$ cat config.mk
export PLATFORM = sky130hd
export DESIGN_NAME = cache_line_mem_bridge_flat
export DESIGN_NICKNAME = d
export VERILOG_FILES = /design/src/rtl/cache_line_mem_bridge_pkg.sv /design/src/rtl/cache_line_mem_bridge_if.sv /design/src/rtl/cache_line_mem_bridge_beat_buf.sv /design/src/rtl/cache_line_mem_bridge.sv /design/src/flat_wrapper.sv
export SDC_FILE = /design/constraint.sdc
export NUM_CORES = 1
export LEC_CHECK = 0
export ABC_AREA = 0
export BUFFER_PORTS_ARGS = -buffer_cell sky130_fd_sc_hd__buf_2
export CORE_UTILIZATION = 46
export CTS_CLUSTER_DIAMETER = 80
export DETAILED_ROUTE_END_ITERATION = 8
export MAX_ROUTING_LAYER = met4
export PLACE_DENSITY = 0.83
export SETUP_SLACK_MARGIN = 0.15
export SLEW_MARGIN = 10
export SYNTH_ARGS = -nofsm -noshare
export SYNTH_HDL_FRONTEND = slang
export SYNTH_SLANG_ARGS = --single-unit
$ cat constraint.sdc
create_clock -name clk -period 1.8 [get_ports clk]
set_input_delay 0.18 -clock clk [delete_from_list [all_inputs] [get_ports clk]]
set_output_delay 0.18 -clock clk [all_outputs]
set_load 0.03 [all_outputs]
$ cat src/rtl/cache_line_mem_bridge_pkg.sv
// cache_line_mem_bridge_pkg
// Shared constants, state encoding and address/slice helpers for the cache
// line <-> 32-bit ICB memory bridge. The line-offset width is also used by
// the cache itself.
// Ports: none (package).
package cache_line_mem_bridge_pkg;

  localparam int ADDR_W     = 32;
  localparam int LINE_W     = 128;
  localparam int BEAT_W     = 32;
  localparam int BEATS      = LINE_W / BEAT_W;
  localparam int BEAT_CNT_W = $clog2(BEATS);
  // Counters run 0..BEATS inclusive, so they need one extra bit.
  localparam int CNT_W      = BEAT_CNT_W + 1;
  localparam int LINE_OFF_W = $clog2(LINE_W / 8);
  localparam int BEAT_OFF_W = $clog2(BEAT_W / 8);
  localparam int MASK_W     = BEAT_W / 8;

  typedef enum logic [1:0] {
    IDLE  = 2'd0,
    BURST = 2'd1,
    DONE  = 2'd2
  } state_t;

  // Line-aligned base address: byte offset within the line cleared.
  function automatic logic [ADDR_W-1:0] line_base(input logic [ADDR_W-1:0] addr);
    return {addr[ADDR_W-1:LINE_OFF_W], {LINE_OFF_W{1'b0}}};
  endfunction

  // Byte address of beat idx inside the line starting at base.
  function automatic logic [ADDR_W-1:0] beat_addr(input logic [ADDR_W-1:0] base,
                                                  input logic [BEAT_CNT_W-1:0] idx);
    return base + (ADDR_W'(idx) << BEAT_OFF_W);
  endfunction

  // Beat idx of a line; beat 0 is the least significant slice.
  function automatic logic [BEAT_W-1:0] beat_slice(input logic [LINE_W-1:0] line,
                                                   input logic [BEAT_CNT_W-1:0] idx);
    return line[idx*BEAT_W +: BEAT_W];
  endfunction

endpackage

$ cat src/rtl/cache_line_mem_bridge_if.sv
// cache_line_mem_bridge_if
// Bundles the cache-side line port (i_m_* / o_m_*) and the 32-bit ICB
// memory command/response channels seen by the bridge.
// Modports:
//   slave  - the bridge: takes line requests, drives ICB commands.
//   master - the environment (cache + memory target): the opposite view.
interface cache_line_mem_bridge_if;
  import cache_line_mem_bridge_pkg::*;

  // Cache side
  logic [ADDR_W-1:0] i_m_addr;
  logic              i_m_read;
  logic              i_m_write;
  logic [LINE_W-1:0] i_m_writedata;
  logic [LINE_W-1:0] o_m_readdata;
  logic              o_m_readdata_valid;
  logic              o_m_waitrequest;
  logic              o_m_err;

  // ICB memory side
  logic              mem_cmd_valid;
  logic              mem_cmd_ready;
  logic [ADDR_W-1:0] mem_cmd_addr;
  logic              mem_cmd_read;
  logic [BEAT_W-1:0] mem_cmd_wdata;
  logic [MASK_W-1:0] mem_cmd_wmask;
  logic              mem_rsp_valid;
  logic              mem_rsp_ready;
  logic [BEAT_W-1:0] mem_rsp_rdata;
  logic              mem_rsp_err;

  modport slave (
    input  i_m_addr, i_m_read, i_m_write, i_m_writedata,
    output o_m_readdata, o_m_readdata_valid, o_m_waitrequest, o_m_err,
    output mem_cmd_valid, mem_cmd_addr, mem_cmd_read, mem_cmd_wdata, mem_cmd_wmask,
    input  mem_cmd_ready,
    input  mem_rsp_valid, mem_rsp_rdata, mem_rsp_err,
    output mem_rsp_ready
  );

  modport master (
    output i_m_addr, i_m_read, i_m_write, i_m_writedata,
    input  o_m_readdata, o_m_readdata_valid, o_m_waitrequest, o_m_err,
    input  mem_cmd_valid, mem_cmd_addr, mem_cmd_read, mem_cmd_wdata, mem_cmd_wmask,
    output mem_cmd_ready,
    output mem_rsp_valid, mem_rsp_rdata, mem_rsp_err,
    input  mem_rsp_ready
  );

endinterface

$ cat src/rtl/cache_line_mem_bridge_beat_buf.sv
// cache_line_beat_buf
// One cache line of storage with a full-line load port and a beat-indexed
// write port. Used once to hold the line being written out and once to
// assemble the line being read in.
// Ports:
//   clk, rst_n  clock, async active-low reset (clears the line)
//   load        load the whole line from load_data (has priority)
//   load_data   line to load
//   wr_en       write one beat
//   wr_idx      beat index to write
//   wr_data     beat data
//   line        current line contents
module cache_line_beat_buf
  import cache_line_mem_bridge_pkg::*;
(
  input  logic                  clk,
  input  logic                  rst_n,
  input  logic                  load,
  input  logic [LINE_W-1:0]     load_data,
  input  logic                  wr_en,
  input  logic [BEAT_CNT_W-1:0] wr_idx,
  input  logic [BEAT_W-1:0]     wr_data,
  output logic [LINE_W-1:0]     line
);

  logic [LINE_W-1:0] data;

  always_ff @(posedge clk or negedge rst_n) begin
    if (!rst_n) begin
      data <= '0;
    end else if (load) begin
      data <= load_data;
    end else if (wr_en) begin
      data[wr_idx*BEAT_W +: BEAT_W] <= wr_data;
    end
  end

  assign line = data;

endmodule

$ cat src/rtl/cache_line_mem_bridge.sv
// cache_line_mem_bridge
// Turns a single 128-bit line read/write request from the cache into a burst
// of four 32-bit ICB beats, reassembles read beats into a line and signals
// completion with one cycle of waitrequest low (plus readdata_valid on reads
// and err if any beat reported an error).
// Ports:
//   clk    core clock
//   rst_n  async active-low reset (memory target shares it)
//   bus    cache_line_mem_bridge_if.slave: cache line port + ICB channels
module cache_line_mem_bridge
  import cache_line_mem_bridge_pkg::*;
(
  input  logic                    clk,
  input  logic                    rst_n,
  cache_line_mem_bridge_if.slave  bus
);

  state_t                state;
  logic [CNT_W-1:0]      cmd_cnt;
  logic [CNT_W-1:0]      rsp_cnt;
  logic [ADDR_W-1:0]     base;
  logic                  op_write;
  logic                  err_acc;
  logic                  waitrequest_q;
  logic                  readdata_valid_q;
  logic                  err_q;

  logic                  req_seen;
  logic                  cmd_valid;
  logic                  rsp_ready;
  logic                  cmd_fire;
  logic                  rsp_fire;
  logic                  last_rsp;
  logic [BEAT_CNT_W-1:0] cmd_idx;
  logic [BEAT_CNT_W-1:0] rsp_idx;
  logic [LINE_W-1:0]     wr_line;
  logic [LINE_W-1:0]     rd_line;

  assign cmd_idx = cmd_cnt[BEAT_CNT_W-1:0];
  assign rsp_idx = rsp_cnt[BEAT_CNT_W-1:0];

  // Commands may run ahead of responses; response ready is only offered
  // while at least one command is outstanding.
  assign cmd_valid = (state == BURST) && (cmd_cnt < CNT_W'(BEATS));
  assign rsp_ready = (state == BURST) && (cmd_cnt != rsp_cnt);
  assign cmd_fire  = cmd_valid & bus.mem_cmd_ready;
  assign rsp_fire  = rsp_ready & bus.mem_rsp_valid;
  assign last_rsp  = rsp_fire && (rsp_cnt == CNT_W'(BEATS - 1));
  assign req_seen  = (state == IDLE) && (bus.i_m_read || bus.i_m_write);

  // Main FSM: latches the request, counts command/response beats, and
  // produces the single DONE cycle with registered completion outputs.
  // A request still visible during DONE is the one just served and is
  // ignored there; it is only re-latched if still held in the next IDLE.
  always_ff @(posedge clk or negedge rst_n) begin
    if (!rst_n) begin
      state            <= IDLE;
      cmd_cnt          <= '0;
      rsp_cnt          <= '0;
      base             <= '0;
      op_write         <= 1'b0;
      err_acc          <= 1'b0;
      waitrequest_q    <= 1'b1;
      readdata_valid_q <= 1'b0;
      err_q            <= 1'b0;
    end else begin
      case (state)
        IDLE: begin
          if (req_seen) begin
            base     <= line_base(bus.i_m_addr);
            op_write <= bus.i_m_write;
            state    <= BURST;
          end
        end
        BURST: begin
          if (cmd_fire) begin
            cmd_cnt <= cmd_cnt + CNT_W'(1);
          end
          if (rsp_fire) begin
            rsp_cnt <= rsp_cnt + CNT_W'(1);
            err_acc <= err_acc | bus.mem_rsp_err;
          end
          // Errors never abort the burst; completion waits for the last beat.
          if (last_rsp) begin
            state            <= DONE;
            waitrequest_q    <= 1'b0;
            readdata_valid_q <= ~op_write;
            err_q            <= err_acc | bus.mem_rsp_err;
          end
        end
        DONE: begin
          state            <= IDLE;
          cmd_cnt          <= '0;
          rsp_cnt          <= '0;
          err_acc          <= 1'b0;
          waitrequest_q    <= 1'b1;
          readdata_valid_q <= 1'b0;
          err_q            <= 1'b0;
        end
        default: begin
          state <= IDLE;
        end
      endcase
    end
  end

  // Write line captured together with the request; beats are sliced out in
  // command order.
  cache_line_beat_buf u_wr_buf (
    .clk       (clk),
    .rst_n     (rst_n),
    .load      (req_seen),
    .load_data (bus.i_m_writedata),
    .wr_en     (1'b0),
    .wr_idx    ('0),
    .wr_data   ('0),
    .line      (wr_line)
  );

  // Read line assembly; only read responses touch it, so the last read
  // line stays visible across later writes.
  cache_line_beat_buf u_rd_buf (
    .clk       (clk),
    .rst_n     (rst_n),
    .load      (1'b0),
    .load_data ('0),
    .wr_en     (rsp_fire & ~op_write),
    .wr_idx    (rsp_idx),
    .wr_data   (bus.mem_rsp_rdata),
    .line      (rd_line)
  );

  assign bus.mem_cmd_valid      = cmd_valid;
  assign bus.mem_cmd_addr       = beat_addr(base, cmd_idx);
  assign bus.mem_cmd_read       = ~op_write;
  assign bus.mem_cmd_wdata      = beat_slice(wr_line, cmd_idx);
  assign bus.mem_cmd_wmask      = '1;
  assign bus.mem_rsp_ready      = rsp_ready;

  assign bus.o_m_readdata       = rd_line;
  assign bus.o_m_readdata_valid = readdata_valid_q;
  assign bus.o_m_waitrequest    = waitrequest_q;
  assign bus.o_m_err            = err_q;

endmodule
$ cat src/flat_wrapper.sv
// flat-port wrapper written by rule: the top's interface ports become plain ports
module cache_line_mem_bridge_flat import cache_line_mem_bridge_pkg::*;
  (clk, rst_n, bus_i_m_addr, bus_i_m_read, bus_i_m_write, bus_i_m_writedata, bus_o_m_readdata, bus_o_m_readdata_valid, bus_o_m_waitrequest, bus_o_m_err, bus_mem_cmd_valid, bus_mem_cmd_addr, bus_mem_cmd_read, bus_mem_cmd_wdata, bus_mem_cmd_wmask, bus_mem_cmd_ready, bus_mem_rsp_valid, bus_mem_rsp_rdata, bus_mem_rsp_err, bus_mem_rsp_ready);
  cache_line_mem_bridge_if bus_i ();
  input  logic clk;
  input  logic rst_n;
  input wire logic [$bits(bus_i.i_m_addr)-1:0] bus_i_m_addr;
  input wire logic [$bits(bus_i.i_m_read)-1:0] bus_i_m_read;
  input wire logic [$bits(bus_i.i_m_write)-1:0] bus_i_m_write;
  input wire logic [$bits(bus_i.i_m_writedata)-1:0] bus_i_m_writedata;
  output wire logic [$bits(bus_i.o_m_readdata)-1:0] bus_o_m_readdata;
  output wire logic [$bits(bus_i.o_m_readdata_valid)-1:0] bus_o_m_readdata_valid;
  output wire logic [$bits(bus_i.o_m_waitrequest)-1:0] bus_o_m_waitrequest;
  output wire logic [$bits(bus_i.o_m_err)-1:0] bus_o_m_err;
  output wire logic [$bits(bus_i.mem_cmd_valid)-1:0] bus_mem_cmd_valid;
  output wire logic [$bits(bus_i.mem_cmd_addr)-1:0] bus_mem_cmd_addr;
  output wire logic [$bits(bus_i.mem_cmd_read)-1:0] bus_mem_cmd_read;
  output wire logic [$bits(bus_i.mem_cmd_wdata)-1:0] bus_mem_cmd_wdata;
  output wire logic [$bits(bus_i.mem_cmd_wmask)-1:0] bus_mem_cmd_wmask;
  input wire logic [$bits(bus_i.mem_cmd_ready)-1:0] bus_mem_cmd_ready;
  input wire logic [$bits(bus_i.mem_rsp_valid)-1:0] bus_mem_rsp_valid;
  input wire logic [$bits(bus_i.mem_rsp_rdata)-1:0] bus_mem_rsp_rdata;
  input wire logic [$bits(bus_i.mem_rsp_err)-1:0] bus_mem_rsp_err;
  output wire logic [$bits(bus_i.mem_rsp_ready)-1:0] bus_mem_rsp_ready;
  assign bus_i.i_m_addr = bus_i_m_addr;
  assign bus_i.i_m_read = bus_i_m_read;
  assign bus_i.i_m_write = bus_i_m_write;
  assign bus_i.i_m_writedata = bus_i_m_writedata;
  assign bus_o_m_readdata = bus_i.o_m_readdata;
  assign bus_o_m_readdata_valid = bus_i.o_m_readdata_valid;
  assign bus_o_m_waitrequest = bus_i.o_m_waitrequest;
  assign bus_o_m_err = bus_i.o_m_err;
  assign bus_mem_cmd_valid = bus_i.mem_cmd_valid;
  assign bus_mem_cmd_addr = bus_i.mem_cmd_addr;
  assign bus_mem_cmd_read = bus_i.mem_cmd_read;
  assign bus_mem_cmd_wdata = bus_i.mem_cmd_wdata;
  assign bus_mem_cmd_wmask = bus_i.mem_cmd_wmask;
  assign bus_i.mem_cmd_ready = bus_mem_cmd_ready;
  assign bus_i.mem_rsp_valid = bus_mem_rsp_valid;
  assign bus_i.mem_rsp_rdata = bus_mem_rsp_rdata;
  assign bus_i.mem_rsp_err = bus_mem_rsp_err;
  assign bus_mem_rsp_ready = bus_i.mem_rsp_ready;
  cache_line_mem_bridge u_core (.clk(clk), .rst_n(rst_n), .bus(bus_i));
endmodule
==> out/qor.csv <==
stage;metric;value;unit
critical_path;CP Max Fanout;6;
clock_tree;H-Tree Depth;1;
finish;multi-input logic area;5160;um2
timing;unrepaired setup endpoints after global routing;true;
synth;synth top area cells;dfrtp_1, mux2_2, mux4_2;
placement;HPWL Detailed;23100;um
synth;number of flops mapped to enable cells by yosys;0;
synth;ys flop type;dfrtp_1;
placement;placed insts;1604;
timing;Final min period;2210;ps
routing;via count;11812;
critical_path;Critical Path RT;1620;ps
flow_run;max cap viols;0;
timing;final worst clock skew;20.8;ps
routing;mean routed wirelength per cell;27.7;um
synth;sequential cell area fraction in the yosys report;59.1;%
finish;storage element area;7440;um2
synth;post-synth top area share;58.9;%
finish;most common cell after layout, fill and taps aside;buf_2;
routing;Post-route DRC;0;
clock_tree;total CTS buffers;30;
clock_tree;CTS clk-pin slew, worst paths;70;ps
timing;final setup margin;-415;ps
global_route;initial antenna violation count;6;
min_path;worst hold path class;in -> reg;
die;Die X;167;um
power;leak pwr;0.00963;uW
finish;layout cells sized above 1;53.1;%
finish;Layout Nets;1774;
finish;most frequent cells in the layout;buf_2, dfrtp_1, dlygate4sd3_1, mux2_2, nand2_1;
critical_path;Crit Path Class;reg -> out;
synth;Syn Inst Count;896;
placement;Routability Congestion;0.815;
critical_path;Worst Path Arrival;2030;ps
critical_path;Critical Path Sink Type;primary output;
clock_tree;clk buf depth;3;
run_status;status;finished with violations;
die;chip height;167;um
critical_path;Setup crit start kind;register;
finish;Util after Layout;75.4;%
timing;Max Fclk;0.452;GHz
clock_tree;CTS tree;yes;
synth;Synth Warn #;0;
timing;Slew Viols, Final;0;
die;# IOs;401;
routing;DRT Wirelength;53600;um
timing;final hold violation count;0;
timing;Period Utilization, post-route;123;%
global_route;largest net degree at the start of global routing;62;
power;Max IR drop VDD;1.42;mV
clock_tree;CTS Root Cell;clkbuf_16;
die;core box area;26900;um2
die;Initial Util;46.8;%
clock_tree;CTS Sinks;297;
routing;drt initial violations;1419;
run_status;failing checks;negative setup slack;
die;row cnt;60;
synth;cell taking the most area after synthesis;dfrtp_1;
global_route;Tot GR Track Use;34.7;%
finish;Fill cells;1416;
synth;Seq cells post-synth;297;
timing;Worst Tran Pin Value;587;ps
global_route;vias in the first global route;12331;
routing;vias per inst;6.10;
placement;I/O Buffers;390;
die;full die area;28000;um2
synth;mapped cell area;12600;um2
global_route;first-pass GRT wire length;72300;um
synth;post-synthesis cell type count;39;
timing;final setup fails;168;
synth;asr flop ratio synth;100;%
finish;Area Growth Syn to Fin;61.2;%
routing;Final ANT Viol Nets;0;
synth;Mean Syn Cell Area;14.0;um2
finish;final std cells w/o fill;1937;
global_route;gr ovfl total;0;
timing;Worst slew margin;60.9;%
clock_tree;clock latency at the later pin of the worst-skew pair;560;ps
power;Pwr per Cell Area;1880;nW/um2
routing;DR pass1 iterations;7;
flip-flops by register name, summed over array words and instances, names as in the netlist:
| signal | count |
|---|---|
| u_core.base | 28 |
| u_core.bus.o_m_readdata_valid | 1 |
| u_core.cmd_cnt | 3 |
| u_core.u_wr_buf.line | 128 |
| u_core.bus.o_m_waitrequest | 1 |
| u_core.op_write | 1 |
| u_core.err_acc | 1 |
| u_core.bus.o_m_err | 1 |
| u_core.state | 2 |
| u_core.rsp_cnt | 3 |
| u_core.u_rd_buf.line | 128 |
report_power, final:
group | total, uW | switching [uW] | internal (uW)
combinational | 20200 | 11100 | 9120
sequential | 11500 | 2120 | 9400
clock | 6420 | 2760 | 3660
total | 38200 | 16000 | 22200
synthesized netlist by cell type, types with 7 or more instances:
cell      instances
nand2_1         108
buf_4             9
nor2_1            7
dfrtp_1         296
o31ai_1          96
buf_2            36
nand2b_1         34
a22o_2           28
clkbuf_1         25
mux4_2           32
mux2_2          156
a22o_1            8
ha_1              7
worst max-delay path, stage by stage, from the launching register on:
cell	delay, ps
dfrtp_2	420
buf_6	160
buf_16	140
mux4_2	570
buf_6	170
stage by stage:
stage | worst slack [ps] | power, uW | hold WS, ps | setup TNS, ps | area (um2)
final | -415 | 38200 | 89.2 | -48370 | 20300
after global placement | 35.4 | 25300 | 158 | 0 | 15200
after global routing | -463 | 39200 | 101 | -55520 | 20300
after floorplan | 94.4 | 21200 | -116 | 0 | 12700
after detailed placement | -39.2 | 25800 | 157 | -739 | 15200
after CTS | -379 | 35000 | 44.4 | -41420 | 19300
metal layers:
| metal | track usage [%] | vias up | share of wire, % |
|---|---|---|---|
| met1 | 38.9 | 5847 | 34 |
| met5 | - | - | 0 |
| met3 | 6.97 | 347 | 10 |
| li1 | - | 4610 | - |
| met4 | 17.9 | 0 | 7.5 |
| met2 | 58.9 | 1008 | 49 |
repair_timing:
| item | 4_1_cts | 5_1_grt |
|---|---|---|
| endpoints found under the setup margin | 170 | 323 |
| buffers inserted | 31 | 13 |
| resized for setup | 116 | 94 |
| cloned | 18 | 19 |
| pin swaps | 8 | 14 |
| endpoints found under the hold margin | 390 | 0 |
| hold buffers | 192 | 0 |
layout make-up:
class                           count  share of cell area, %
Multi-Input combinational cell    522                   25.5
Sequential cell                   297                   36.7
Inverter                            6                  0.123
Tap cell                          341                   2.10
Timing Repair Buffer              711                   30.7
Antenna cell                        6                 0.0741
Clock buffer                       50                   4.62
Clock inverter                      4                  0.222
final timing paths:
kind	from	endpoint	slack, ps	cells past startpoint
max	u_core.cmd_cnt[0]	bus_mem_cmd_wdata[31]	-410	4
min	bus_mem_rsp_valid	u_core.state[1]	90	3
max reg2reg	u_core.cmd_cnt[0]	u_core.u_rd_buf.line[39]	-410	9
min reg2reg	u_core.u_rd_buf.line[106]	u_core.u_rd_buf.line[106]	470	2
max in group asynchronous	rst_n	u_core.bus.o_m_waitrequest	860	3
min in group asynchronous	rst_n	u_core.u_rd_buf.line[84]	170	2
logic make-up (layout without fill, tap and decap cells):
group | count (synthesis) | in the layout | share of synthesized area [%]
mux | 188 | 188 | 19.7
flops | 297 | 297 | 59.1
buf+inv | 81 | 771 | 3.36
other cells | 2 | 12 | 0.0597
fa+ha+maj | 7 | 7 | 0.696
compound gates | 155 | 155 | 10.2
xor+xnor | 3 | 3 | 0.657
simple gates | 163 | 163 | 6.22
Power figures use the tool's default switching activity.
